$ cat src/rtl/dfa_pkg.sv
// Shared definitions for rule_scheduler: FSM state encoding, rule-table
// field codes, the position of the enable bit inside a control word, and
// the default table geometry.
package dfa_pkg;

  localparam int DEF_NRULES = 4;
  localparam int DEF_DW     = 32;

  typedef enum logic [1:0] {
    ST_IDLE   = 2'd0,
    ST_SCAN   = 2'd1,
    ST_REPORT = 2'd2
  } state_e;

  // Low two bits of CFG_ADDR select the field of the addressed rule.
  localparam logic [1:0] FLD_PATTERN = 2'd0;
  localparam logic [1:0] FLD_MASK    = 2'd1;
  localparam logic [1:0] FLD_CTRL    = 2'd2;
  localparam logic [1:0] FLD_RSVD    = 2'd3;

  // Words are numbered [0:DW-1] with bit 0 the MSB, so the enable flag
  // (index DW-1) is the numerically least-significant bit.
  function automatic int ctrl_en_bit(int dw);
    return dw - 1;
  endfunction

endpackage

$ cat src/rtl/rule_cmp.sv
// Single-rule comparator (purely combinational).
//   snap_i    : captured data word
//   pattern_i : rule pattern
//   mask_i    : rule mask, 1 = bit participates in the compare
//   enable_i  : rule enable
//   hit_o     : enabled and all masked bits equal
module rule_cmp #(
  parameter int DW = 32
) (
  input  logic [DW-1:0] snap_i,
  input  logic [DW-1:0] pattern_i,
  input  logic [DW-1:0] mask_i,
  input  logic          enable_i,
  output logic          hit_o
);

  assign hit_o = enable_i && (((snap_i ^ pattern_i) & mask_i) == '0);

endmodule

$ cat src/rtl/rule_scheduler.sv
// Sequential rule matcher. A START in IDLE snapshots DATA and walks the
// rule table one entry per clock (lowest index first); the first enabled
// rule whose masked bits equal the snapshot wins. One REPORT cycle then
// strobes DONE with RESULT/MATCH_ID, which hold until the next DONE.
//
// Ports:
//   CLK, RST            clock, asynchronous active-high reset
//   CFG_WE/ADDR/WDATA   rule table write: ADDR = {rule, field}
//   DATA, START         word to classify and its request strobe
//   BUSY, DONE          scan in progress / one-cycle result strobe
//   RESULT, MATCH_ID    hit flag and winning rule index
//   CFG_ERR             one-cycle pulse for a write attempted while busy
//   CNT_SEL, HIT_CNT    per-rule hit counter readout (only when
//                       RULE_SCHEDULER_HITCNT_EN is defined)
module rule_scheduler
  import dfa_pkg::*;
#(
  parameter int NRULES = DEF_NRULES,
  parameter int DW     = DEF_DW
) (
  input  logic                         CLK,
  input  logic                         RST,
  input  logic                         CFG_WE,
  input  logic [$clog2(NRULES)+1:0]    CFG_ADDR,
  input  logic [0:DW-1]                CFG_WDATA,
  input  logic [0:DW-1]                DATA,
  input  logic                         START,
  output logic                         BUSY,
  output logic                         DONE,
  output logic                         RESULT,
  output logic [$clog2(NRULES)-1:0]    MATCH_ID,
  output logic                         CFG_ERR
`ifdef RULE_SCHEDULER_HITCNT_EN
  ,
  input  logic [$clog2(NRULES)-1:0]    CNT_SEL,
  output logic [15:0]                  HIT_CNT
`endif
);

  localparam int IW     = $clog2(NRULES);
  localparam int EN_POS = ctrl_en_bit(DW);

  state_e          state_q, state_d;
  logic [IW-1:0]   idx_q, idx_d;
  logic [DW-1:0]   snap_q;
  logic            result_q, result_d;
  logic [IW-1:0]   match_id_q, match_id_d;
  logic            cfg_err_q;

  logic [DW-1:0]     pat_q [NRULES];
  logic [DW-1:0]     msk_q [NRULES];
  logic [NRULES-1:0] en_q;

  logic          busy;
  logic          wr_ok;
  logic [IW-1:0] wr_rule;
  logic [1:0]    wr_fld;
  logic          hit;

  assign busy    = (state_q != ST_IDLE);
  assign wr_ok   = CFG_WE && !busy;
  assign wr_rule = CFG_ADDR[IW+1:2];
  assign wr_fld  = CFG_ADDR[1:0];

  // ---------------------------------------------------------------- table
  // Writes land at the START edge too, so a scan launched in the same
  // cycle already sees the new entry when it reaches it.
  always_ff @(posedge CLK or posedge RST) begin
    if (RST) begin
      for (int r = 0; r < NRULES; r++) begin
        pat_q[r] <= '0;
        msk_q[r] <= '1;
      end
      en_q <= '0;
    end else if (wr_ok) begin
      case (wr_fld)
        FLD_PATTERN: pat_q[wr_rule] <= CFG_WDATA;
        FLD_MASK:    msk_q[wr_rule] <= CFG_WDATA;
        FLD_CTRL:    en_q[wr_rule]  <= CFG_WDATA[EN_POS];
        default:     ;
      endcase
    end
  end

  // --------------------------------------------------------- comparator
  rule_cmp #(.DW(DW)) u_cmp (
    .snap_i    (snap_q),
    .pattern_i (pat_q[idx_q]),
    .mask_i    (msk_q[idx_q]),
    .enable_i  (en_q[idx_q]),
    .hit_o     (hit)
  );

  // ------------------------------------------------------------------ fsm
  always_comb begin
    state_d    = state_q;
    idx_d      = idx_q;
    result_d   = result_q;
    match_id_d = match_id_q;
    case (state_q)
      ST_IDLE: begin
        if (START) begin
          state_d = ST_SCAN;
          idx_d   = '0;
        end
      end
      ST_SCAN: begin
        if (hit) begin
          state_d    = ST_REPORT;
          result_d   = 1'b1;
          match_id_d = idx_q;
        end else if (idx_q == IW'(NRULES - 1)) begin
          state_d    = ST_REPORT;
          result_d   = 1'b0;
          match_id_d = '0;
        end else begin
          idx_d = idx_q + IW'(1);
        end
      end
      ST_REPORT: begin
        state_d = ST_IDLE;
        idx_d   = '0;
      end
      default: begin
        state_d = ST_IDLE;
        idx_d   = '0;
      end
    endcase
  end

  always_ff @(posedge CLK or posedge RST) begin
    if (RST) begin
      state_q    <= ST_IDLE;
      idx_q      <= '0;
      snap_q     <= '0;
      result_q   <= 1'b0;
      match_id_q <= '0;
      cfg_err_q  <= 1'b0;
    end else begin
      state_q    <= state_d;
      idx_q      <= idx_d;
      result_q   <= result_d;
      match_id_q <= match_id_d;
      cfg_err_q  <= CFG_WE && busy;
      if (state_q == ST_IDLE && START) snap_q <= DATA;
    end
  end

  assign BUSY     = busy;
  assign DONE     = (state_q == ST_REPORT);
  assign RESULT   = result_q;
  assign MATCH_ID = match_id_q;
  assign CFG_ERR  = cfg_err_q;

`ifdef RULE_SCHEDULER_HITCNT_EN
  // ------------------------------------------------------- hit counters
  // Counts are taken in the REPORT cycle from the registered result. A
  // control-field write can never coincide with it (writes are dropped
  // while busy), so clear and increment never race.
  logic [NRULES-1:0][15:0] cnt_q;

  for (genvar r = 0; r < NRULES; r++) begin : g_cnt
    always_ff @(posedge CLK or posedge RST) begin
      if (RST) begin
        cnt_q[r] <= '0;
      end else if (wr_ok && wr_fld == FLD_CTRL && wr_rule == IW'(r)) begin
        cnt_q[r] <= '0;
      end else if (state_q == ST_REPORT && result_q &&
                   match_id_q == IW'(r) && cnt_q[r] != 16'hFFFF) begin
        cnt_q[r] <= cnt_q[r] + 16'd1;
      end
    end
  end

  assign HIT_CNT = cnt_q[CNT_SEL];
`endif

endmodule

$ cat config.mk
export PLATFORM = sky130hd
export DESIGN_NAME = rule_scheduler
export DESIGN_NICKNAME = d
export VERILOG_FILES = /design/src/rtl/dfa_pkg.sv /design/src/rtl/rule_cmp.sv /design/src/rtl/rule_scheduler.sv
export SDC_FILE = /design/constraint.sdc
export NUM_CORES = 1
export LEC_CHECK = 0
export CORE_MARGIN = 5
export CORE_UTILIZATION = 35
export DETAILED_ROUTE_END_ITERATION = 6
export HOLD_SLACK_MARGIN = 0.03
export PLACE_DENSITY = 0.55
export SYNTH_ARGS = -nofsm -noshare
export SYNTH_HDL_FRONTEND = slang
export SYNTH_SLANG_ARGS = --single-unit
export TNS_END_PERCENT = 10
$ cat constraint.sdc
create_clock -name CLK -period 16.9 [get_ports CLK]
set_input_delay 3.38 -clock CLK [delete_from_list [all_inputs] [get_ports CLK]]
set_output_delay 3.38 -clock CLK [all_outputs]
set_load 0.005 [all_outputs]
After elaboration in Yosys (flattened, before gate mapping)
Cells that the tools add are included.
{ "classes": {"add_sub_neg": 1, "bitwise": 4, "n_mul": 0, "n_eq_ne": 9, "shifts": 0, "reduce_logical": 18, "mux": 27, "magnitude_cmp": 6, "n_div": 0} }
{ "ops": {"columns": ["op", "n"], "rows": [
  ["128-bit bitwise mux", 2],
  ["32-bit 2-to-1 mux", 5],
  ["32-bit binary-select mux with 2-bit select", 2],
  ["32-bit demux with 2-bit select", 1],
  ["32-bit bitwise AND", 1],
  ["32-bit zero test", 1],
  ["32-bit bitwise XOR", 1],
  ["2-bit 2-to-1 mux", 8],
  ["2-bit AND reduction", 5],
  ["2-bit case mux with 2 select lines", 2],
  ["2-bit == test, second input constant", 3],
  ["3-bit greater-or-equal comparator, second input constant", 2],
  ["1-bit logical AND", 6],
  ["2-bit by 3-bit less-than comparator with 1-bit output, second input constant", 2],
  ["2-bit inequality test, second input constant", 3],
  ["2-bit NOT with 3-bit output", 2],
  ["4-bit bitwise mux", 1],
  ["2-bit by 1-bit == test with 1-bit output, second input constant", 2],
  ["2-bit zero test", 2],
  ["1-bit 2-to-1 mux", 4],
  ["2-bit nonzero test", 2],
  ["3-bit by 1-bit less-than comparator with 1-bit output, second input constant", 1],
  ["3-bit inequality test, second input constant", 1],
  ["3-bit AND reduction", 1],
  ["5 further kinds", 5]
]} }
{ "totals": {"word_cells": 80, "ramBits": 0, "latch_bits": 0, "register_bits": 300, "output_inout_bits": 6, "n_memories": 0, "mem_bits_ro": 0} }

Logic depth before layout (Yosys ltp)
Gate-level depths: netlist (run 1).
{ "logic_depth": {"ltp_word": 10, "mapped_depth": 10, "ltp_nobuf": 8} }

Cells and area by module
Synthesis (run 1) repeated with hierarchy kept, for this count alone.
{ "hier_totals": {"hier_cells": 800, "hier_area_um2": 13402.9} }
{ "by_module_without_submodules": {"columns": ["module", "area_per_inst_um2", "cells_per_inst", "instances"], "rows": [
  ["rule_scheduler", 12948.7, 747, 1],
  ["rule_cmp", 454.2, 53, 1]
]} }

Worst setup path after synthesis (run 1)
OpenSTA, ideal clock, no wires.
{ "synth_timing": {"kind": "input port to flip-flop", "from": "in CFG_ADDR[1]", "to": "reg pat_q[33] (netlist name)", "t_arrival_ns": 4.764, "setup_slack_ns": 12.012, "setup_ns": 0.125, "cell_stages": 5, "path_buffers": 2, "path_cell_list": "or3_1 clkbuf_1 nor3b_2 buf_2 mux2_2"} }
{ "synth_via": {"elab_chain_cells": 2} }
{ "synth_rtl": {"columns": ["element", "line", "source"], "rows": [
  ["start: declaration", "rule_scheduler.sv:24", "input logic [$clog2(NRULES)+1:0] CFG_ADDR,"],
  ["2-bit zero test", "rule_scheduler.sv:76", "case (wr_fld)"],
  ["2-bit AND reduction (no line)", null, null],
  ["end signal: indexed assignment", "rule_scheduler.sv:71", "pat_q[r] <= '0;"],
  ["end signal: indexed assignment", "rule_scheduler.sv:77", "FLD_PATTERN: pat_q[wr_rule] <= CFG_WDATA;"],
  ["end: declaration", "rule_scheduler.sv:50", "logic [DW-1:0] pat_q [NRULES];"]
]} }
Every way passes these cells.
A chain may end at the register's enable or synchronous reset.

Worst setup path in the final report (run 1)
{ "layout_timing": {"from": "in CFG_WE", "to": "reg pat_q[47] (netlist name)"} }
{ "layout_via": {"elab_chain_cells": 2} }
{ "layout_rtl": {"columns": ["element", "line", "source"], "rows": [
  ["start: declaration", "rule_scheduler.sv:23", "input logic CFG_WE,"],
  ["1-bit logical AND", "rule_scheduler.sv:61", "assign wr_ok = CFG_WE && !busy;"],
  ["2-bit AND reduction (no line)", null, null]
]} }
Every way passes these cells.

==> metrics, run 1 <==
mapped cell area roughly 0.013 mm2; maximum clock path buffer count 3; initial core utilization between 30% and 40%; CTS clk-pin slew, worst paths approximately 0.060 ns; CTS tree built; io pins 78; Critical Path RT about 17 ns; area of the multi-input gates roughly 0.0055 mm2; Leakage 0.006866 uW; post-route clock period utilization between 30% and 40%; Net Switching 933.8 uW; number of synthesized flops with an enable pin 0; Sink Count 300; first-pass GRT wire length between 40000 and 50000 um; CP Data Arrival Time 6.14 ns; Gate power share 28.1%; worst hold stages 1; top cell type's share of synthesized area about a third; sw frac between 30% and 40%; grt total ovfl 0; r2r startpoint state_q[0]$_DFFE_PP0P_; Synth Flop Type dfrtp_1; CP Class in2reg; wire length per cell ~20 um; cts repair resizes 0; Iteration-0 DRC Markers about 360; gr usage total 14.99%; via count roughly 7700; Total Routed Length roughly 31000 um; largest net degree at the start of global routing about 110; DP Worst Slack roughly 11 ns; asr flop ratio synth 100.0%; Int Pwr slightly above 2000 uW; GP Congestion ~0.7; Finished Layout Cells roughly 1600; flop2flop setup slack 13.73 ns; part of the power in the clock network 24.1%; Post-CTS Setup Bufs 0; Gate Count Post-Synth between 900 and 1000; FF-to-FF End pat_q[47]$_DFFE_PP0P_; post-synth top area cell dfrtp_1; hpwl dp between 15000 and 20000 um; ant diodes 0; Max Cap Violations 0; DIE HEIGHT 206.3 um; Root Buffer clkbuf_16; CTS buffer count 35; Startpoint Class input port; Synth cell types 47; Hold Path Class reg2reg; sequential power share between 40% and 50%; HP Start state_q[1]$_DFFE_PP0P_; depth of the CTS H-tree 2; sequential element share of the synthesized area around 57%; Die ar. 0.04256 mm2; PD cells around 190 mW/mm2; top cells by count, synth 273 x mux2_2, 172 x dfrtp_1, 128 x dfstp_2; DRT Pass-1 Iters 4; DR vias/cell just under 5; placed cell count 1496; syn_area_per_cell roughly 14 um2; initial antenna violation count 0; Synthesis Warnings 0; worst vdd ir 0.07331 mV; unrepaired setup endpoints after global routing false; Worst Hold End idx_q[1]$_DFFE_PP0P_; Core Region 0.03838 mm2; vias in the first global route 8250; FILL cells 3638; share of layout cells above drive strength 1 between 40 and 50%; input/output buffers 77; Hold Buf Count CTS 0; Worst Tran Pin Value about 1.2 ns; Post-route DRC 0; Slew Limit Fails 0; top cells by area, synth dfrtp_1 32%, dfstp_2 25%, mux2_2 23%; CP endpoint kind register; row count 72; # nets final between 1000 and 1500; Hold Vio Cnt, Final 0; Fin Clk Skew around 0.022 ns; hold_ws a little under 0.5 ns; f_max roughly 170 MHz; outcome finished, final reports clean; post-synthesis sequential element count 300; syn_nets approximately 1000; clk_lat worst skew around 0.51 ns; Worst slew margin approximately 17%; worst setup margin roughly 11 ns; R2R depth 6; Syn-to-layout area delta 17.52%; CP max FO 18; post-route ant nets 0; Finish-stage setup viols 0; most frequent cell after synthesis mux2_2; Die Wd roughly 210 um; setup TNS 0 ns; Reg area about 0.0077 mm2; Final Critical Period about 5.8 ns
[sequential cells by signal, indices dropped and copies added, names as in the netlist]
register  flops
en_q          4
snap_q       32
idx_q         2
msk_q       128
MATCH_ID      2
state_q       2
pat_q       128
CFG_ERR       1
RESULT        1
[power by group through the flow]
stage / clock network, uW / registers [uW] / logic [uW]
after detailed placement: 0 / 1450 / 855
after CTS: 747 / 1440 / 861
after floorplan: 0 / 1300 / 746
final: 723 / 1440 / 845
after global routing: 777 / 1490 / 942
after global placement: 0 / 1440 / 842
[placed cells by master, fill, tap and decap left out, drive strengths merged, types with 2 or more instances in the layout]
cell	instances
nor2b	5
nor3b	5
a22o	6
and3	2
a222oi	8
nand4	7
a221oi	4
a211o	2
mux2	292
a21oi	4
dfrtp	172
o311ai	5
nand2	23
o21ai	10
clkbuf	58
a21o	2
o22ai	2
o211ai	4
nor3	3
clkinv	5
nor2	5
dfstp	128
nand3	16
a211oi	3
clkdlybuf4s50	77
nand3b	6
inv	12
buf	11
xor2	119
a22oi	35
[cell families (layout without fill, tap and decap cells)]
group | after synthesis | count (layout) | synth area share (%)
buffers and inverters | 78 | 163 | 2.487
AO/OA/AOI/OAI | 88 | 88 | 5.066
flip-flops | 300 | 300 | 56.86
XOR/XNOR | 120 | 120 | 7.794
multiplexers | 293 | 293 | 24.55
adder cells (fa/ha/maj) | 1 | 1 | 0.09277
AND/OR/NAND/NOR | 77 | 77 | 3.155
[worst max path at each step]
stage          slack [ns]   start  cells after the start                     to
3_5_place_dp        10.58  CFG_WE                      6  pat_q[47]$_DFFE_PP0P_
5_1_grt             10.88     RST                      4  pat_q[73]$_DFFE_PP0P_
3_3_place_gp        10.62  CFG_WE                      6  pat_q[63]$_DFFE_PP0P_
6_report            11.15  CFG_WE                      6  pat_q[47]$_DFFE_PP0P_
2_1_floorplan        5.44     RST                      1      CFG_ERR$_DFF_PP0_
4_1_cts             11.11  CFG_WE                      6  pat_q[47]$_DFFE_PP0P_
[layout make-up]
type	instances	share of cell area, %
timing repair buffer	88	5.384
inverter	11	0.3079
multi-input combinational	579	34.84
clock buffer	58	6.711
tap	518	4.090
sequential	300	48.38
clock inverter	6	0.2842
[per-layer routing]
| metal | wire length, um | GRT usage [%] |
|---|---|---|
| met1 | 15730 | 22.34 |
| met3 | 1111 | 2.432 |
| met2 | 14090 | 23.10 |
| met5 | 0 | 0 |
| met4 | 510 | 3.208 |
[stage by stage]
step | instance area (um2) | util (%) | total power, uW
after floorplan | 13490 | - | 2046
after global placement | 14740 | 38.41 | 2283
after detailed placement | 14740 | 38.41 | 2307
after CTS | 15850 | 41.30 | 3049
after global routing | 15850 | 41.30 | 3205
final | 15850 | 41.30 | 3004
[critical path: stages]
cell             delay (ns)
clkdlybuf4s50_1        0.48
nand2_1                0.08
or3_1                  0.49
nor3b_4                0.86
buf_4                  0.46
mux2_2                 0.38
No activity file was read; power rests on OpenSTA's default activity.
==> run 2: changes to the inputs <==
--- a/config.mk
+++ b/config.mk
@@ -9,7 +9,7 @@
 export CORE_UTILIZATION = 35
 export DETAILED_ROUTE_END_ITERATION = 6
 export HOLD_SLACK_MARGIN = 0.03
-export PLACE_DENSITY = 0.55
+export PLACE_DENSITY = 0.56
 export SYNTH_ARGS = -nofsm -noshare
 export SYNTH_HDL_FRONTEND = slang
 export SYNTH_SLANG_ARGS = --single-unit
==> constraint.sdc (replaced) <==
create_clock -name CLK -period 4.9 [get_ports CLK]
set_input_delay 0.98 -clock CLK [delete_from_list [all_inputs] [get_ports CLK]]
set_output_delay 0.98 -clock CLK [all_outputs]
set_load 0.005 [all_outputs]
==> metrics, run 2 (same netlist as run 1, synthesis figures left out) <==
CP endpoint kind register; worst vdd ir around 0.24 mV; via count about 7700; DIE HEIGHT about 210 um; Worst slew margin ~29%; Startpoint Class input port; slowest library cell on the worst path nor2_4; CP max FO 19; commonest non-fill, non-tap cell in the layout mux2_2; Fin Clk Skew about 0.0092 ns; initial antenna violation count 0; CP Data Arrival Time 3.35 ns; largest net degree at the start of global routing 106; PD cells roughly 660 mW/mm2; Core Region about 0.038 mm2; first-pass GRT wire length slightly below 50000 um; grt total ovfl 0; io pins 78; row count 72; cts repair resizes 0; share of layout cells above drive strength 1 a little under half; Root Buffer clkbuf_16; Critical Path RT 5.29 ns; Die Wd 206.3 um; WP buf/inv 2; outcome finished, final reports clean; initial core utilization between 30% and 40%; depth of the CTS H-tree 2; Hold Path Class reg2reg; post-route ant nets 0; Slew Limit Fails 0; hpwl dp between 15000 and 20000 um; Post-CTS Setup Bufs 0; input/output buffers 77; Final Critical Period 2.957 ns; HP Start state_q[1]$_DFFE_PP0P_; ant diodes 0; Worst setup startpoint CFG_WE; Sink Count 300; Leakage 0.006953 uW; Worst Tran Pin Value between 1 and 1.5 ns; unrepaired setup endpoints after global routing false; crit-path cells clkdlybuf4s50_1 > nand2_1 > or3_1 > nor2_4 > buf_4 > mux2_2; DRT Pass-1 Iters 4; gr usage total approximately 15%; vias in the first global route about 8300; Finish-stage setup viols 0; wire length per cell approximately 20 um; hold_ws just under 0.5 ns; Post-route DRC 0; Total Routed Length 31040 um; CP Class in2reg; Syn-to-layout area delta 18.90%; GP Congestion roughly 0.7; f_max 338.2 MHz; clk_lat worst skew 0.51 ns; # nets final roughly 1100; highest-count cells in the layout ignoring fill and taps 273 x mux2_2, 172 x dfrtp_1, 128 x dfstp_2; CTS clk-pin slew, worst paths approximately 0.060 ns; Iteration-0 DRC Markers 421; r2r startpoint snap_q[29]$_DFFE_PP0P_; crit-path leading delay family simple AND/OR/NAND/NOR gates; Max Cap Violations 0; crit-path max cell delay slightly below 0.6 ns; Die ar. 0.04256 mm2; maximum clock path buffer count 3; Regs by FF count msk_q x128, pat_q x128, snap_q x32; CTS buffer count 36; Hold Buf Count CTS 0; Hold Vio Cnt, Final 0; setup TNS 0 ns; DR vias/cell between 4 and 5; CTS tree built; post-route clock period utilization ~60%
==> run 2: cell count changes in the layout (fill, tap and decap cells not counted), sizes merged <==
cell      change
bufinv        +1
clkbuf        -1
inv           -2
clkinvlp      +2
buf           +3
clkinv        +2
==> run 2: final cells by class <==
type | count | area, um2
Clock buffer | 57 | 1142
Multi-Input combinational cell | 579 | 5522
Fill cell | 3617 | 22340
Timing Repair Buffer | 91 | 925.9
Clock inverter | 9 | 83.83
Inverter | 11 | 45.04
Tap cell | 518 | 648.1
Sequential cell | 300 | 7667
==> run 2: worst reg2reg max path, delay by kind of cell (launching register included) <==
family	cells	cell delay [ns]
XOR/XNOR	1	0.19
AO/OA/AOI/OAI	5	1.69
flip-flops	1	0.49
AND/OR/NAND/NOR	2	0.40
==> run 2: worst paths after layout <==
check,cells past startpoint,to,slack [ns]
max,6,pat_q[27]$_DFFE_PP0P_,1.94
min,1,idx_q[1]$_DFFE_PP0P_,0.49
max reg2reg,8,MATCH_ID[1]$_DFFE_PP0P_,2.01
min reg2reg,1,idx_q[1]$_DFFE_PP0P_,0.49
max in group asynchronous,3,pat_q[115]$_DFFE_PP0P_,2.90
min in group asynchronous,2,snap_q[11]$_DFFE_PP0P_,0.98
==> run 2: power breakdown <==
group          total [uW]  internal, uW  switching [uW]  leakage [uW]
Sequential           4990          3980            1020       0.00353
Clock                2690          1660            1030      0.000607
Combinational        2860          1680            1180       0.00282
Total               10500          7320            3230       0.00695
==> run 2: stage by stage <==
| stage | cell area, um2 | worst slack [ns] | power (uW) | std cells | util [%] |
|---|---|---|---|---|---|
| after floorplan | 13490 | 0.03745 | 7059 | 957 | - |
| after global placement | 14810 | 1.434 | 7868 | 1499 | 38.59 |
| after detailed placement | 14810 | 1.398 | 7948 | 1499 | 38.59 |
| after CTS | 16030 | 1.941 | 10700 | 1565 | 41.78 |
| after global routing | 16030 | 1.756 | 11240 | 1565 | 41.78 |
| final | 16030 | 1.943 | 10540 | 1565 | 41.78 |
==> run 2: metal layers <==
| layer | part of all wire (%) | track usage, % | vias to the layer above | routed length [um] |
|---|---|---|---|---|
| met5 | 0 | 0 | - | 0 |
| met1 | 49 | 21.37 | 4010 | 15050 |
| met3 | 3.8 | 2.620 | 39 | 1189 |
| met2 | 46 | 23.36 | 121 | 14320 |
| li1 | - | - | 3545 | - |
| met4 | 1.5 | 3.612 | 0 | 471 |
==> run 3: changes to the inputs <==
--- a/config.mk
+++ b/config.mk
@@ -9,7 +9,7 @@
 export CORE_UTILIZATION = 35
 export DETAILED_ROUTE_END_ITERATION = 6
 export HOLD_SLACK_MARGIN = 0.03
-export PLACE_DENSITY = 0.56
+export PLACE_DENSITY = 0.55
 export SYNTH_ARGS = -nofsm -noshare
 export SYNTH_HDL_FRONTEND = slang
 export SYNTH_SLANG_ARGS = --single-unit
==> constraint.sdc (replaced) <==
create_clock -name CLK -period 3 [get_ports CLK]
set_input_delay 0.6 -clock CLK [delete_from_list [all_inputs] [get_ports CLK]]
set_output_delay 0.6 -clock CLK [all_outputs]
set_load 0.005 [all_outputs]
==> metrics, run 3 (same netlist as run 1, synthesis figures left out) <==
outcome finished, final reports clean; Total Routed Length 31320 um; crit-path max cell delay 0.48 ns; CTS clk-pin slew, worst paths about 0.06 ns; Post-CTS Setup Bufs 0; worst vdd ir 0.3856 mV; first-pass GRT wire length ~50000 um; Hold Vio Cnt, Final 0; commonest non-fill, non-tap cell in the layout mux2_2; initial core utilization about a third; unrepaired setup endpoints after global routing false; Fin Clk Skew about 0.016 ns; ant diodes 0; R2R depth 9; CP Class reg2reg; Max Cap Violations 0; CP most frequent cell a22o_1; # nets final about 1100; Post-route DRC 0; vias in the first global route approximately 8400; DR vias/cell a little under 5; Placed Area roughly 0.015 mm2; post-route ant nets 0; crit-path cells xor2_1 > a22o_1 > a221oi_1 > buf_4 > nand4b_1 > a221o_1 > a211oi_2 > o21ai_1 > a22o_1; Final Instance Area about 0.016 mm2; Leakage between 0.007 and 0.008 uW; CP endpoint kind register; CTS tree built; input/output buffers 77; slowest library cell on the worst path dfrtp_1; CTS buffer count 35; wire length per cell about 20 um; grt total ovfl 0; initial antenna violation count 0; Syn-to-layout area delta 20.10%; FF-to-FF End MATCH_ID[0]$_DFFE_PP0P_; post-route clock period utilization approximately 87%; CP Data Arrival Time approximately 3 ns; Critical Path RT between 3 and 4 ns; clk_lat worst skew between 0.5 and 0.6 ns; hpwl dp roughly 21000 um; highest-count cells in the layout ignoring fill and taps 273 x mux2_2, 172 x dfrtp_1, 128 x dfstp_2; Hold Path Class in2async; Sink Count 300; share of layout cells above drive strength 1 46.86%; Startpoint Class register; Total Power roughly 17000 uW; gr usage total roughly 15%; flop2flop setup slack between 0.4 and 0.5 ns; maximum clock path buffer count 3; row count 72; Core Region between 0.03 and 0.04 mm2; PD cells ~1100 mW/mm2; Die Wd 206.3 um; setup TNS 0 ns; DRT Pass-1 Iters 4; via count just under 8000; DIE HEIGHT ~210 um; cts repair resizes 0; Regs by FF count msk_q x128, pat_q x128, snap_q x32; io pins 78; Final Critical Period 2.600 ns; Worst Tran Pin Value between 0.7 and 0.8 ns; Die ar. about 0.043 mm2; Hold Buf Count CTS 0; Slew Limit Fails 0; Root Buffer clkbuf_16; Iteration-0 DRC Markers roughly 370; largest net degree at the start of global routing slightly below 70; CP max FO 5; depth of the CTS H-tree 2; GP Congestion ~0.74; Finish-stage setup viols 0; r2r startpoint snap_q[25]$_DFFE_PP0P_; Worst slew margin between 50% and 60%; f_max ~380 MHz
-- run 3: layout make-up --
type / instances / area (um2)
fillers: 3601 / 22180
flip-flops and latches: 300 / 7667
multi-input cells: 579 / 5522
repair buffers: 114 / 1186
clock buffers: 56 / 1067
well taps: 518 / 648.1
clock inverters: 7 / 60.06
inverters: 11 / 45.04
-- run 3: metrics by stage --
stage	setup WS [ns]	hold slack (ns)	std cells	utilization, %
after global placement	0.3011	0.4841	1522	39.26
after global routing	0.1628	0.4206	1585	42.20
after detailed placement	0.2853	0.4876	1522	39.26
final	0.4000	0.4163	1585	42.20
after CTS	0.3622	0.4116	1585	42.20
after floorplan	-1.483	0.4422	957	-
-- run 3: metal layers --
layer | track usage, % | wire length, um
met5 | 0 | 0
met3 | 2.103 | 981
met2 | 23.91 | 14550
met4 | 3.612 | 562
met1 | 21.66 | 15230
-- run 3: worst max-delay path: cells and delay by family (launching register included) --
kind | cells | cell delay, ns
flops | 1 | 0.48
compound gates | 6 | 1.52
simple gates | 1 | 0.12
buf+inv | 1 | 0.18
xor+xnor | 1 | 0.19
-- run 3: power by group --
group          switching, uW  internal, uW  leakage (uW)  total [uW]
Sequential              1570          6500       0.00353        8070
Combinational           2090          2880       0.00296        4970
Clock                   1620          2520      0.000558        4140
Total                   5280         11900       0.00704       17200
-- run 3: how the worst max path moves through the flow --
stage,start,to,cells past startpoint
after floorplan,RST,CFG_ERR$_DFF_PP0_,1
final,snap_q[25]$_DFFE_PP0P_,MATCH_ID[0]$_DFFE_PP0P_,9
after global routing,snap_q[25]$_DFFE_PP0P_,MATCH_ID[0]$_DFFE_PP0P_,9
after global placement,CFG_WE,pat_q[52]$_DFFE_PP0P_,6
after detailed placement,CFG_WE,pat_q[49]$_DFFE_PP0P_,6
after CTS,snap_q[25]$_DFFE_PP0P_,MATCH_ID[0]$_DFFE_PP0P_,9
